`src/rtl/mult_div_unit.sv`:
```
// -----------------------------------------------------------------------------
// mult_div_unit
//   Multi-cycle MIPS multiply/divide unit owning the HI/LO registers.
//   MULT/MULTU run as shift-add, DIV/DIVU as restoring division, one bit per
//   cycle on operand magnitudes. Signs are applied in a final FIX cycle.
//   MTHI/MTLO write HI/LO directly from IDLE.
//
// Handshake: start is sampled only in IDLE. busy is high from the edge after
//   an accepted mult/div until the edge that writes HI/LO. That same edge
//   raises done for one cycle, and a new start is accepted in that cycle.
//   start while busy is dropped. flush returns to IDLE at once and wins
//   over start.
//
// Ports
//   clk, rst_n       clock, asynchronous active-low reset
//   start, funct     issue request and R-type funct code
//   op1, op2         rs / rt operand values
//   flush            abort any in-flight op; HI/LO keep their values
//   busy, done       op in flight / one-cycle HI/LO-updated pulse
//   hi, lo           architectural HI/LO registers
//   dbg_state_o      current FSM state (IDLE=0, RUN=1, FIX=2)
// -----------------------------------------------------------------------------
module mult_div_unit #(
    parameter int WIDTH = 32
) (
    input  logic             clk,
    input  logic             rst_n,
    input  logic             start,
    input  logic [5:0]       funct,
    input  logic [WIDTH-1:0] op1,
    input  logic [WIDTH-1:0] op2,
    input  logic             flush,
    output logic             busy,
    output logic             done,
    output logic [WIDTH-1:0] hi,
    output logic [WIDTH-1:0] lo,
    output logic [1:0]       dbg_state_o
);

    localparam int CW = $clog2(WIDTH) + 1;

    localparam logic [5:0] F_MTHI  = 6'b010001;
    localparam logic [5:0] F_MTLO  = 6'b010011;
    localparam logic [5:0] F_MULT  = 6'b011000;
    localparam logic [5:0] F_MULTU = 6'b011001;
    localparam logic [5:0] F_DIV   = 6'b011010;
    localparam logic [5:0] F_DIVU  = 6'b011011;

    typedef enum logic [1:0] {
        S_IDLE = 2'd0,
        S_RUN  = 2'd1,
        S_FIX  = 2'd2
    } state_t;

    state_t             state_q, state_d;
    logic [CW-1:0]      count_q, count_d;
    // Multiply: {partial product high half, remaining multiplier bits}.
    // Divide:   {partial remainder, dividend bits shifting out / quotient in}.
    logic [2*WIDTH-1:0] acc_q, acc_d;
    // Multiplicand magnitude for multiply, divisor magnitude for divide.
    logic [WIDTH-1:0]   opb_q, opb_d;
    logic               is_div_q, is_div_d;
    logic               is_signed_q, is_signed_d;
    logic               sign1_q, sign1_d;
    logic               sign2_q, sign2_d;
    logic               divzero_q, divzero_d;
    logic [WIDTH-1:0]   hi_q, hi_d;
    logic [WIDTH-1:0]   lo_q, lo_d;
    logic               done_q, done_d;

    // Operand magnitudes at issue. The most-negative value maps onto itself,
    // which is its correct magnitude when read as unsigned.
    logic               op_signed;
    logic [WIDTH-1:0]   mag1, mag2;

    assign op_signed = ~funct[0];
    assign mag1      = (op_signed && op1[WIDTH-1]) ? ('0 - op1) : op1;
    assign mag2      = (op_signed && op2[WIDTH-1]) ? ('0 - op2) : op2;

    // One shift-add multiply step.
    logic [WIDTH:0]     mul_sum;
    logic [2*WIDTH-1:0] mul_next;

    assign mul_sum  = {1'b0, acc_q[2*WIDTH-1:WIDTH]} + {1'b0, (acc_q[0] ? opb_q : '0)};
    assign mul_next = {mul_sum, acc_q[WIDTH-1:1]};

    // One restoring divide step. The shifted remainder is WIDTH+1 bits; when
    // its top bit is set it is certainly >= divisor, so no borrow and the
    // difference fits back into WIDTH bits.
    logic [WIDTH:0]     div_part;
    logic               div_borrow;
    logic [WIDTH-1:0]   div_diff;
    logic [2*WIDTH-1:0] div_next;

    assign div_part   = {acc_q[2*WIDTH-1:WIDTH], acc_q[WIDTH-1]};
    assign div_borrow = ~div_part[WIDTH] & (div_part[WIDTH-1:0] < opb_q);
    assign div_diff   = div_part[WIDTH-1:0] - opb_q;
    assign div_next   = {(div_borrow ? div_part[WIDTH-1:0] : div_diff),
                         acc_q[WIDTH-2:0], ~div_borrow};

    // Sign correction applied in FIX.
    logic [2*WIDTH-1:0] prod_fix;
    logic [WIDTH-1:0]   quo_fix, rem_fix;

    assign prod_fix = (is_signed_q && (sign1_q ^ sign2_q)) ? ('0 - acc_q) : acc_q;
    // Divide by zero must read back as all-ones regardless of the sign rule.
    assign quo_fix  = divzero_q ? '1 :
                      ((is_signed_q && (sign1_q ^ sign2_q)) ? ('0 - acc_q[WIDTH-1:0])
                                                            : acc_q[WIDTH-1:0]);
    assign rem_fix  = (is_signed_q && sign1_q) ? ('0 - acc_q[2*WIDTH-1:WIDTH])
                                               : acc_q[2*WIDTH-1:WIDTH];

    always_comb begin
        state_d     = state_q;
        count_d     = count_q;
        acc_d       = acc_q;
        opb_d       = opb_q;
        is_div_d    = is_div_q;
        is_signed_d = is_signed_q;
        sign1_d     = sign1_q;
        sign2_d     = sign2_q;
        divzero_d   = divzero_q;
        hi_d        = hi_q;
        lo_d        = lo_q;
        done_d      = 1'b0;

        if (flush) begin
            state_d = S_IDLE;
        end else begin
            case (state_q)
                S_IDLE: begin
                    if (start) begin
                        case (funct)
                            F_MULT, F_MULTU, F_DIV, F_DIVU: begin
                                is_div_d    = funct[1];
                                is_signed_d = op_signed;
                                sign1_d     = op_signed & op1[WIDTH-1];
                                sign2_d     = op_signed & op2[WIDTH-1];
                                divzero_d   = (op2 == '0);
                                opb_d       = funct[1] ? mag2 : mag1;
                                acc_d       = {{WIDTH{1'b0}}, (funct[1] ? mag1 : mag2)};
                                count_d     = '0;
                                state_d     = S_RUN;
                            end
                            F_MTHI:  hi_d = op1;
                            F_MTLO:  lo_d = op1;
                            default: ;
                        endcase
                    end
                end
                S_RUN: begin
                    acc_d   = is_div_q ? div_next : mul_next;
                    count_d = count_q + 1'b1;
                    if (count_q == CW'(WIDTH - 1)) begin
                        state_d = S_FIX;
                    end
                end
                S_FIX: begin
                    if (is_div_q) begin
                        hi_d = rem_fix;
                        lo_d = quo_fix;
                    end else begin
                        hi_d = prod_fix[2*WIDTH-1:WIDTH];
                        lo_d = prod_fix[WIDTH-1:0];
                    end
                    done_d  = 1'b1;
                    state_d = S_IDLE;
                end
                default: state_d = S_IDLE;
            endcase
        end
    end

    always_ff @(posedge clk or negedge rst_n) begin
        if (!rst_n) begin
            state_q     <= S_IDLE;
            count_q     <= '0;
            acc_q       <= '0;
            opb_q       <= '0;
            is_div_q    <= 1'b0;
            is_signed_q <= 1'b0;
            sign1_q     <= 1'b0;
            sign2_q     <= 1'b0;
            divzero_q   <= 1'b0;
            hi_q        <= '0;
            lo_q        <= '0;
            done_q      <= 1'b0;
        end else begin
            state_q     <= state_d;
            count_q     <= count_d;
            acc_q       <= acc_d;
            opb_q       <= opb_d;
            is_div_q    <= is_div_d;
            is_signed_q <= is_signed_d;
            sign1_q     <= sign1_d;
            sign2_q     <= sign2_d;
            divzero_q   <= divzero_d;
            hi_q        <= hi_d;
            lo_q        <= lo_d;
            done_q      <= done_d;
        end
    end

    assign busy        = (state_q != S_IDLE);
    assign done        = done_q;
    assign hi          = hi_q;
    assign lo          = lo_q;
    assign dbg_state_o = state_q;

endmodule
```
`config.mk`:
```
export PLATFORM = sky130hd
export DESIGN_NAME = mult_div_unit
export DESIGN_NICKNAME = d
export VERILOG_FILES = /design/src/rtl/mult_div_unit.sv
export SDC_FILE = /design/constraint.sdc
export NUM_CORES = 1
export LEC_CHECK = 0
export BUFFER_PORTS_ARGS = -buffer_cell sky130_fd_sc_hd__buf_2
export CAP_MARGIN = 20
export CORE_ASPECT_RATIO = 0.7
export CORE_MARGIN = 3
export CORE_UTILIZATION = 24
export DETAILED_ROUTE_END_ITERATION = 6
export PLACE_DENSITY = 0.42
export RECOVER_POWER = 50
export SYNTH_ARGS = -nofsm -noshare
export SYNTH_HDL_FRONTEND = slang
export SYNTH_SLANG_ARGS = --single-unit
```
`constraint.sdc`:
```
create_clock -name clk -period 11.13 [get_ports clk]
set_input_delay 1.113 -clock clk [delete_from_list [all_inputs] [get_ports clk]]
set_output_delay 1.113 -clock clk [all_outputs]
set_load 0.005 [all_outputs]
```
==> results_dict.tcl, run 1 <==
set metrics [dict create \
    cts.clk_slew.worst_paths_ps 80 \
    cp_slowest_cell "clkbuf_1" \
    required_ps 10620 \
    track_usage_pct 18.85 \
    drt_iter0_markers 1484 \
    finalHoldViolations 0 \
    grt_pass1_wl_mm 93.58 \
    core_um2 61710 \
    hold_class "reg2reg" \
    power_switching_w 0.001486 \
    drtAntennaViolNets 0 \
    path_buf_inv 2 \
    period_needed_ps 6667 \
    synth-seq-cells 174 \
    max_stage_delay_ps 2670 \
    clk_latency_ps 470 \
    area_growth_pct 13.46 \
    power.leakage_nw 7.473 \
    slew-limit-headroom_pct -157.9 \
    fmax_mhz 150.0 \
    htree_levels 4 \
    grt-ovfl-total 0 \
    wire_per_inst_um 22.36 \
    violations "capacitance limit, slew limit" \
    p_per_area_nw_per_um2 189.4 \
    die_height_um 215.3 \
    seqPwrFrac_pct 30.9 \
    num_rows 76 \
    synth_top_area_cell "dfrtp_1" \
    syn_inst 1917 \
    cts_buffers 17 \
    grt_max_degree 65 \
    synth_top_area_share_pct 28.98 \
    synth-edff-count 0 \
    vias_per_cell 5.296 \
    critical_path.endpoint_type "async pin" \
    dr.pass1.iters 6 \
    arrival_ps 6160 \
    holdWs_ps 481.5 \
    routed_wl_mm 62.78 \
    routabilityCongestion 0.9115 \
    regToRegSetupSlack_ps 6720 \
    cts.path.max_buffers 2 \
    worst_path_dominant_cell_family "buffers and inverters" \
    clockPowerShare_pct 20.1 \
    hpwl_mm 49.42 \
    crit_chain "clkbuf_1 > clkbuf_1" \
    drv_slew 114 \
    p_int_w 0.001743 \
    wl_met2_mm 24.19 \
    io_pins 142 \
    regArea_um2 4358 \
    num-fill-cells 6744 \
    vias 14870 \
    path_max_fanout 64 \
    synthArstFlopShare_pct 100.0 \
    comb_power_share_pct 49.0 \
    peakVddDrop_v 0.00009820 \
    tns_ps 0 \
    start_util_pct 24.34 \
    ys_seq_area_share_pct 28.98 \
    yosys_warnings 0 \
    n_antenna_cell 0 \
    cpMostUsedCell "clkbuf_1" \
    clock_skew_ps 22.32 \
    route.met3.wl_mm 5.079 \
    cts_resized 0 \
    setup_viol 0 \
    drive_gt1_share_pct 9.904 \
    top_layer "met4" \
    crit_type "in2async" \
    synth_ff_type "dfrtp_1" \
    grt_pass1_vias 13810 \
    hold_buffers 0 \
    ys_top_cells_by_area "dfrtp_1, o21ai_0, xnor2_1" \
    max_cap_violations 2 \
    cts_setup_buffers 0 \
    fin_nets 2121 \
    wl_met1_mm 32.82 \
    switching_share_pct 46.03 \
    drc_errors 0 \
    syn_nets 2062 \
    status "finished with violations" \
    worst_setup_path_start_kind "primary input" \
    rsz0062_at_grt "no" \
    tightest_slew_ps 3868 \
    cts_sinks 174 \
    multi_input_area_um2 9995 \
    cts_tree "built" \
    cts_root_buffer "clkbuf_16" \
    antenna_found_initial 2 \
    period_share_pct 59.90 \
    ys_types 78 \
    synth_area_um2 15020 \
    die_x_um 305.0 \
    io_buffers 141 \
    die-area_um2 65680 \
    syn_area_per_cell_um2 7.837 \
]
## registers in the layout, indices dropped and copies added (netlist names)
name,cells
hi,32
opb_q,32
is_signed_q,1
dbg_state_o,2
sign2_q,1
sign1_q,1
lo,32
acc_q,64
count_q,6
done,1
divzero_q,1
is_div_q,1
## through the flow
step	area, um2	instances	setup WS, ps	total power [W]	util, %
after global routing	17050	2808	3297	0.003457	27.62
after global placement	16500	2774	6579	0.002565	26.74
final	17050	2808	4463	0.003229	27.62
after detailed placement	16510	2775	6456	0.002571	26.75
after CTS	17090	2807	6444	0.003227	27.70
after floorplan	15020	1917	7541	0.002037	-
## cell families (layout without fill, tap and decap cells)
kind of cell               after synthesis  count (layout)  share of synthesized area, %
AOI/OAI and AO/OA                      645             645                         26.03
xor gates and xnor gates               167             167                         9.736
adders and majority gates               71              71                         6.013
buffers and inverters                  189             261                         4.806
DFF                                    174             174                         28.98
muxes                                   97              97                         6.613
and+or+nand+nor                        574             574                         17.82
## per-layer routing
layer	vias up	global-route usage (%)
li1	7015	-
met1	7264	30.35
met2	547	25.01
met3	46	4.158
met4	0	3.437
met5	-	0
## cells in the mapped netlist, drive strengths merged (18+ instances only)
cell type	instances
nand2	208
nor2	175
inv	63
ha	69
mux2i	79
o22ai	34
xnor2	104
xor2	63
o21ai	225
a21oi	166
nor3	42
a31oi	22
clkbuf	108
buf	18
dfrtp	174
mux2	18
o31ai	27
a21o	46
nand2b	21
## worst paths after layout
| kind | start | end | depth (start not counted) |
|---|---|---|---|
| min | lo[18] | lo[18] | 2 |
| min in group asynchronous | rst_n | count_q[0] | 1 |
| max | rst_n | is_div_q | 2 |
| max in group clk | acc_q[31] | acc_q[63] | 12 |
| min reg2reg | lo[18] | lo[18] | 2 |
| max reg2reg | acc_q[31] | acc_q[63] | 12 |
## power groups by stage
stage	combinational [W]	clock (W)	sequential [W]
global placement	0.00156	0	0.00100
detailed placement	0.00157	0	0.00101
global route	0.00175	0.000689	0.00102
finish	0.00158	0.000648	0.000999
CTS	0.00157	0.000661	0.000994
floorplan	0.00113	0	0.000910
## layout make-up
| type | count | share of cell area (%) |
|---|---|---|
| clock inverters | 13 | 0.8809 |
| flip-flops and latches | 174 | 25.57 |
| multi-input cells | 1554 | 58.64 |
| inverters | 63 | 1.387 |
| repair buffers | 166 | 4.977 |
| clock buffers | 19 | 2.540 |
| well taps | 819 | 6.012 |
## cell usage in the layout (no fill, tap or decap), types with 9 or more instances in the layout
cell / count
o21ai_0: 210
nand2_1: 208
nor2_1: 175
dfrtp_1: 173
a21oi_1: 166
xnor2_1: 104
buf_2: 92
mux2i_1: 79
ha_1: 69
inv_1: 63
xor2_1: 63
clkbuf_1: 51
a21o_1: 46
nor3_1: 40
o22ai_1: 34
o31ai_1: 27
buf_4: 23
a31oi_1: 22
nand2b_1: 19
mux2_2: 18
clkbuf_16: 17
a211oi_1: 16
nand4_1: 15
and2_1: 14
nand3_1: 14
nor4_1: 13
o21ai_1: 13
and3_1: 13
a22oi_1: 13
or3_1: 11
o211ai_1: 11
o21bai_1: 10
o41ai_1: 9
Note: power is estimated with default switching activity, not from simulation.
==> run 2, diff against run 1 <==
==> constraint.sdc (replaced) <==
create_clock -name clk -period 6.35 [get_ports clk]
set_input_delay 0.635 -clock clk [delete_from_list [all_inputs] [get_ports clk]]
set_output_delay 0.635 -clock clk [all_outputs]
set_load 0.005 [all_outputs]
==> results_dict.tcl, run 2 (synthesis gave the netlist of run 1 again) <==
set metrics [dict create \
    finalHoldViolations 0 \
    final_cell_mix "o21ai_0, nand2_1, nor2_1, dfrtp_1, a21oi_1" \
    die-area_um2 65680 \
    arrival_ps 4890 \
    grt-ovfl-total 0 \
    vias 14950 \
    violations "capacitance limit, slew limit" \
    path_max_fanout 30 \
    cts.path.max_buffers 2 \
    final_common_cell "o21ai_0" \
    vias_per_cell 5.319 \
    hold_buffers 0 \
    status "finished with violations" \
    critical_path.endpoint_type "register" \
    rsz0062_at_grt "no" \
    htree_levels 4 \
    cts_setup_buffers 0 \
    clock_skew_ps 22.20 \
    required_ps 6700 \
    core_um2 61710 \
    use_met3_pct 3.931 \
    crit_type "reg2reg" \
    period_share_pct 71.45 \
    slew-limit-headroom_pct -154.0 \
    grtUsageMet2_pct 24.84 \
    power.leakage_nw 7.493 \
    period_needed_ps 4537 \
    drv_slew 114 \
    antenna_found_initial 2 \
    peakVddDrop_v 0.0001639 \
    cts_resized 0 \
    hpwl_mm 49.30 \
    num-fill-cells 6728 \
    cts_root_buffer "clkbuf_16" \
    drive_gt1_share_pct 10.15 \
    num_rows 76 \
    clk_latency_ps 470 \
    area_growth_pct 13.77 \
    grt_pass1_wl_mm 94.21 \
    drt_iter0_markers 1513 \
    tightest_slew_ps 3810 \
    hold_class "in2async" \
    drtAntennaViolNets 0 \
    grt_pass1_vias 13690 \
    drc_errors 0 \
    worst_setup_path_start_kind "register" \
    io_buffers 141 \
    grt_max_degree 68 \
    dr.pass1.iters 5 \
    dpl_cell_area_um2 16520 \
    cts_buffers 17 \
    p_per_area_nw_per_um2 332.5 \
    largest_reg_flops 64 \
    reg2reg_to "acc_q[35]" \
    wire_per_inst_um 22.87 \
    routed_wl_mm 64.29 \
    routabilityCongestion 0.8831 \
    startpoint "acc_q[31]" \
    max_cap_violations 2 \
    die_x_um 305.0 \
    use_met1_pct 31.57 \
    multi_input_area_um2 9992 \
    cts.clk_slew.worst_paths_ps 90 \
    tns_ps 0 \
    crit_end "acc_q[35]" \
    cts_sinks 174 \
    setup_viol 0 \
    fmax_mhz 220.4 \
    r2r_cells 14 \
    cts_tree "built" \
    fin_nets 2123 \
    stdcell_area_um2 17090 \
    regToRegSetupSlack_ps 1810 \
    regArea_um2 4358 \
    track_usage_pct 19.07 \
    regMostFlops "acc_q" \
    gr-max-usage-layer "met1" \
    die_height_um 215.3 \
    start_util_pct 24.34 \
    reg2reg_from "acc_q[31]" \
    io_pins 142 \
]
run 2: cell types whose count changed in the layout (fill, tap and decap cells not counted), sizes merged:
cell,change
clkinvlp,+2
clkinv,+3
inv,-1
bufinv,-2
diode,+1
buf,+2
clkbuf,-2
run 2: area by class of cell:
type | count | area share, %
Clock buffer | 17 | 2.489
Clock inverter | 15 | 1.040
Antenna cell | 1 | 0.01464
Tap cell | 819 | 5.996
Timing Repair Buffer | 168 | 5.117
Sequential cell | 174 | 25.50
Inverter | 63 | 1.384
Multi-Input combinational cell | 1554 | 58.46
run 2: how the worst min path moves through the flow:
stage | to | start
finish | acc_q[61] | rst_n
global route | count_q[3] | rst_n
CTS | count_q[3] | rst_n
detailed placement | lo[8] | lo[8]
global placement | hi[3] | hi[3]
floorplan | acc_q[0] | rst_n
run 2: report_power, final:
group	switching [W]	internal, W
logic	0.00169	0.00110
registers	0.000391	0.00136
clock network	0.000601	0.000533
run 2: worst max-delay path, stage by stage (launching register included):
cell	delay [ps]
dfrtp_1	560
inv_1	230
ha_1	310
fa_1	410
nor2b_1	230
o2111ai_1	220
a31oi_1	380
a31oi_1	320
a21oi_1	340
a21o_1	310
buf_4	440
o21ai_0	170
o211ai_1	120
o21ai_0	100
a22o_1	220
run 2: routing by layer:
| layer | vias up | part of all wire, % |
|---|---|---|
| met5 | - | 0 |
| met4 | 0 | 0.88 |
| met3 | 33 | 7.8 |
| met2 | 540 | 38 |
| met1 | 7362 | 53 |
| li1 | 7018 | - |
run 2: metrics by stage:
| stage | instances | total power [W] | util, % | setup slack (ps) | hold WS, ps |
|---|---|---|---|---|---|
| final | 2811 | 0.005683 | 27.69 | 1813 | 170.3 |
| after CTS | 2809 | 0.005673 | 27.75 | 1722 | 194.6 |
| after detailed placement | 2777 | 0.004517 | 26.77 | 1724 | 465.6 |
| after global routing | 2810 | 0.006079 | 27.69 | 1298 | 202.7 |
| after global placement | 2777 | 0.004515 | 26.77 | 1773 | 461.8 |
| after floorplan | 1917 | 0.003570 | - | 2799 | 339.4 |
==> run 3, diff against run 2 <==
==> constraint.sdc (replaced) <==
create_clock -name clk -period 4.3 [get_ports clk]
set_input_delay 0.43 -clock clk [delete_from_list [all_inputs] [get_ports clk]]
set_output_delay 0.43 -clock clk [all_outputs]
set_load 0.005 [all_outputs]
==> results_dict.tcl, run 3 (synthesis gave the netlist of run 1 again) <==
set metrics [dict create \
    status "finished with violations" \
    violations "capacitance limit, slew limit" \
    grt_pass1_vias 13940 \
    die_height_um 215.3 \
    routed_wl_mm 63.71 \
    htree_levels 4 \
    grt-ovfl-total 0 \
    peakVddDrop_v 0.0002766 \
    num_rows 76 \
    drt_iter0_markers 1355 \
    slew-limit-headroom_pct -71.48 \
    drive_gt1_share_pct 13.48 \
    holdWs_ps 343.9 \
    hpwl_mm 50.27 \
    instances_no_fill 2851 \
    vias 15040 \
    arrival_ps 4520 \
    drc_errors 0 \
    final_cell_mix "o21ai_0, nand2_1, nor2_1, dfrtp_1, a21oi_1" \
    cts_buffers 17 \
    hold_class "in2reg" \
    drv_slew 89 \
    io_buffers 141 \
    dp.cells 2820 \
    grt_max_degree 90 \
    fmax_mhz 240.0 \
    routabilityCongestion 0.9241 \
    max_cap_violations 1 \
    antenna_found_initial 3 \
    clk_latency_ps 460 \
    dr.pass1.iters 6 \
    cts_tree "built" \
    tns_ps 0 \
    core_um2 61710 \
    area_growth_pct 16.08 \
    drtAntennaViolNets 0 \
    track_usage_pct 19.03 \
    worst_setup_path_start_kind "register" \
    power.leakage_nw 7.797 \
    p_per_area_nw_per_um2 487.0 \
    period_needed_ps 4166 \
    finalHoldViolations 0 \
    period_share_pct 96.88 \
    required_ps 4660 \
    io_pins 142 \
    clock_skew_ps 17.11 \
    tightest_slew_ps 2572 \
    n_antenna_cell 0 \
    crit_type "reg2reg" \
    rsz0062_at_grt "no" \
    cts.path.max_buffers 2 \
    largest_reg_flops 64 \
    regMostFlops "acc_q" \
    start_util_pct 24.34 \
    path_max_fanout 9 \
    critical_path.endpoint_type "register" \
    fin_util_pct 28.26 \
    grt_pass1_wl_mm 93.98 \
    cts.clk_slew.worst_paths_ps 80 \
    die-area_um2 65680 \
    vias_per_cell 5.275 \
    cts_sinks 174 \
    wire_per_inst_um 22.34 \
    die_x_um 305.0 \
    num-fill-cells 6694 \
    setup_viol 0 \
    fin_nets 2165 \
    final_common_cell "o21ai_0" \
    cts_root_buffer "clkbuf_16" \
]
## run 3: changes by cell type in the layout (fill, tap and decap cells not counted), sizes merged
cell,change
inv,+1
clkbuf,-29
clkinv,-4
bufinv,+2
diode,-1
clkinvlp,-1
buf,+72
## run 3: what timing repair did
action,CTS,global route
hold buffers,0,0
resized for setup,0,3
buffers inserted,0,0
endpoints found under the setup margin,0,2
## run 3: final timing paths
kind / startpoint / endpoint / slack, ps / depth (start not counted)
max in group asynchronous: rst_n / hi[28] / 1520 / 2
min in group asynchronous: rst_n / count_q[2] / 720 / 1
hold / removal: op2[0] / opb_q[0] / 340 / 3
hold reg to reg: lo[10] / lo[10] / 480 / 2
setup reg to reg: acc_q[31] / acc_q[37] / 130 / 14
setup / recovery: acc_q[31] / acc_q[37] / 130 / 14
## run 3: layer usage
metal / vias up / global-route usage [%] / part of all wire [%]
met3: 56 / 5.586 / 9.0
met2: 551 / 24.73 / 38
met5: - / 0 / 0.019
met1: 7323 / 30.06 / 52
li1: 7107 / - / -
met4: 2 / 3.824 / 1.4
## run 3: final cells by class
type	instances	area (um2)	share of cell area, %
clock inverter	13	152.6	0.8753
clock buffer	18	439.2	2.518
inverter	63	236.5	1.356
tap	819	1025	5.876
sequential	174	4358	24.99
multi-input combinational	1554	10000	57.36
timing repair buffer	210	1225	7.024
## run 3: where the power goes
part           internal [W]  total, W  switching, W  leakage, nW
combinational       0.00174   0.00432       0.00258         5.27
sequential          0.00202   0.00249      0.000477         2.24
clock              0.000885   0.00168      0.000794        0.287
total               0.00464   0.00849       0.00385         7.80
## run 3: critical path: stages (launching register included)
cell	delay [ps]
dfrtp_1	360
inv_1	140
ha_1	280
fa_1	400
nor2b_1	220
o2111ai_1	240
a31oi_1	380
a31oi_1	300
a21oi_1	450
a21oi_1	280
buf_4	260
and2_1	170
a31oi_1	230
o21ai_0	110
a22o_1	230
## run 3: metrics by stage
step | cell area [um2] | total power [W] | setup slack, ps
after floorplan | 15020 | 0.005272 | 748.8
after global placement | 16870 | 0.006778 | 221.7
after detailed placement | 16870 | 0.006790 | 139.4
after CTS | 17460 | 0.008495 | 129.9
after global routing | 17440 | 0.009105 | 1.918
final | 17440 | 0.008493 | 134.1
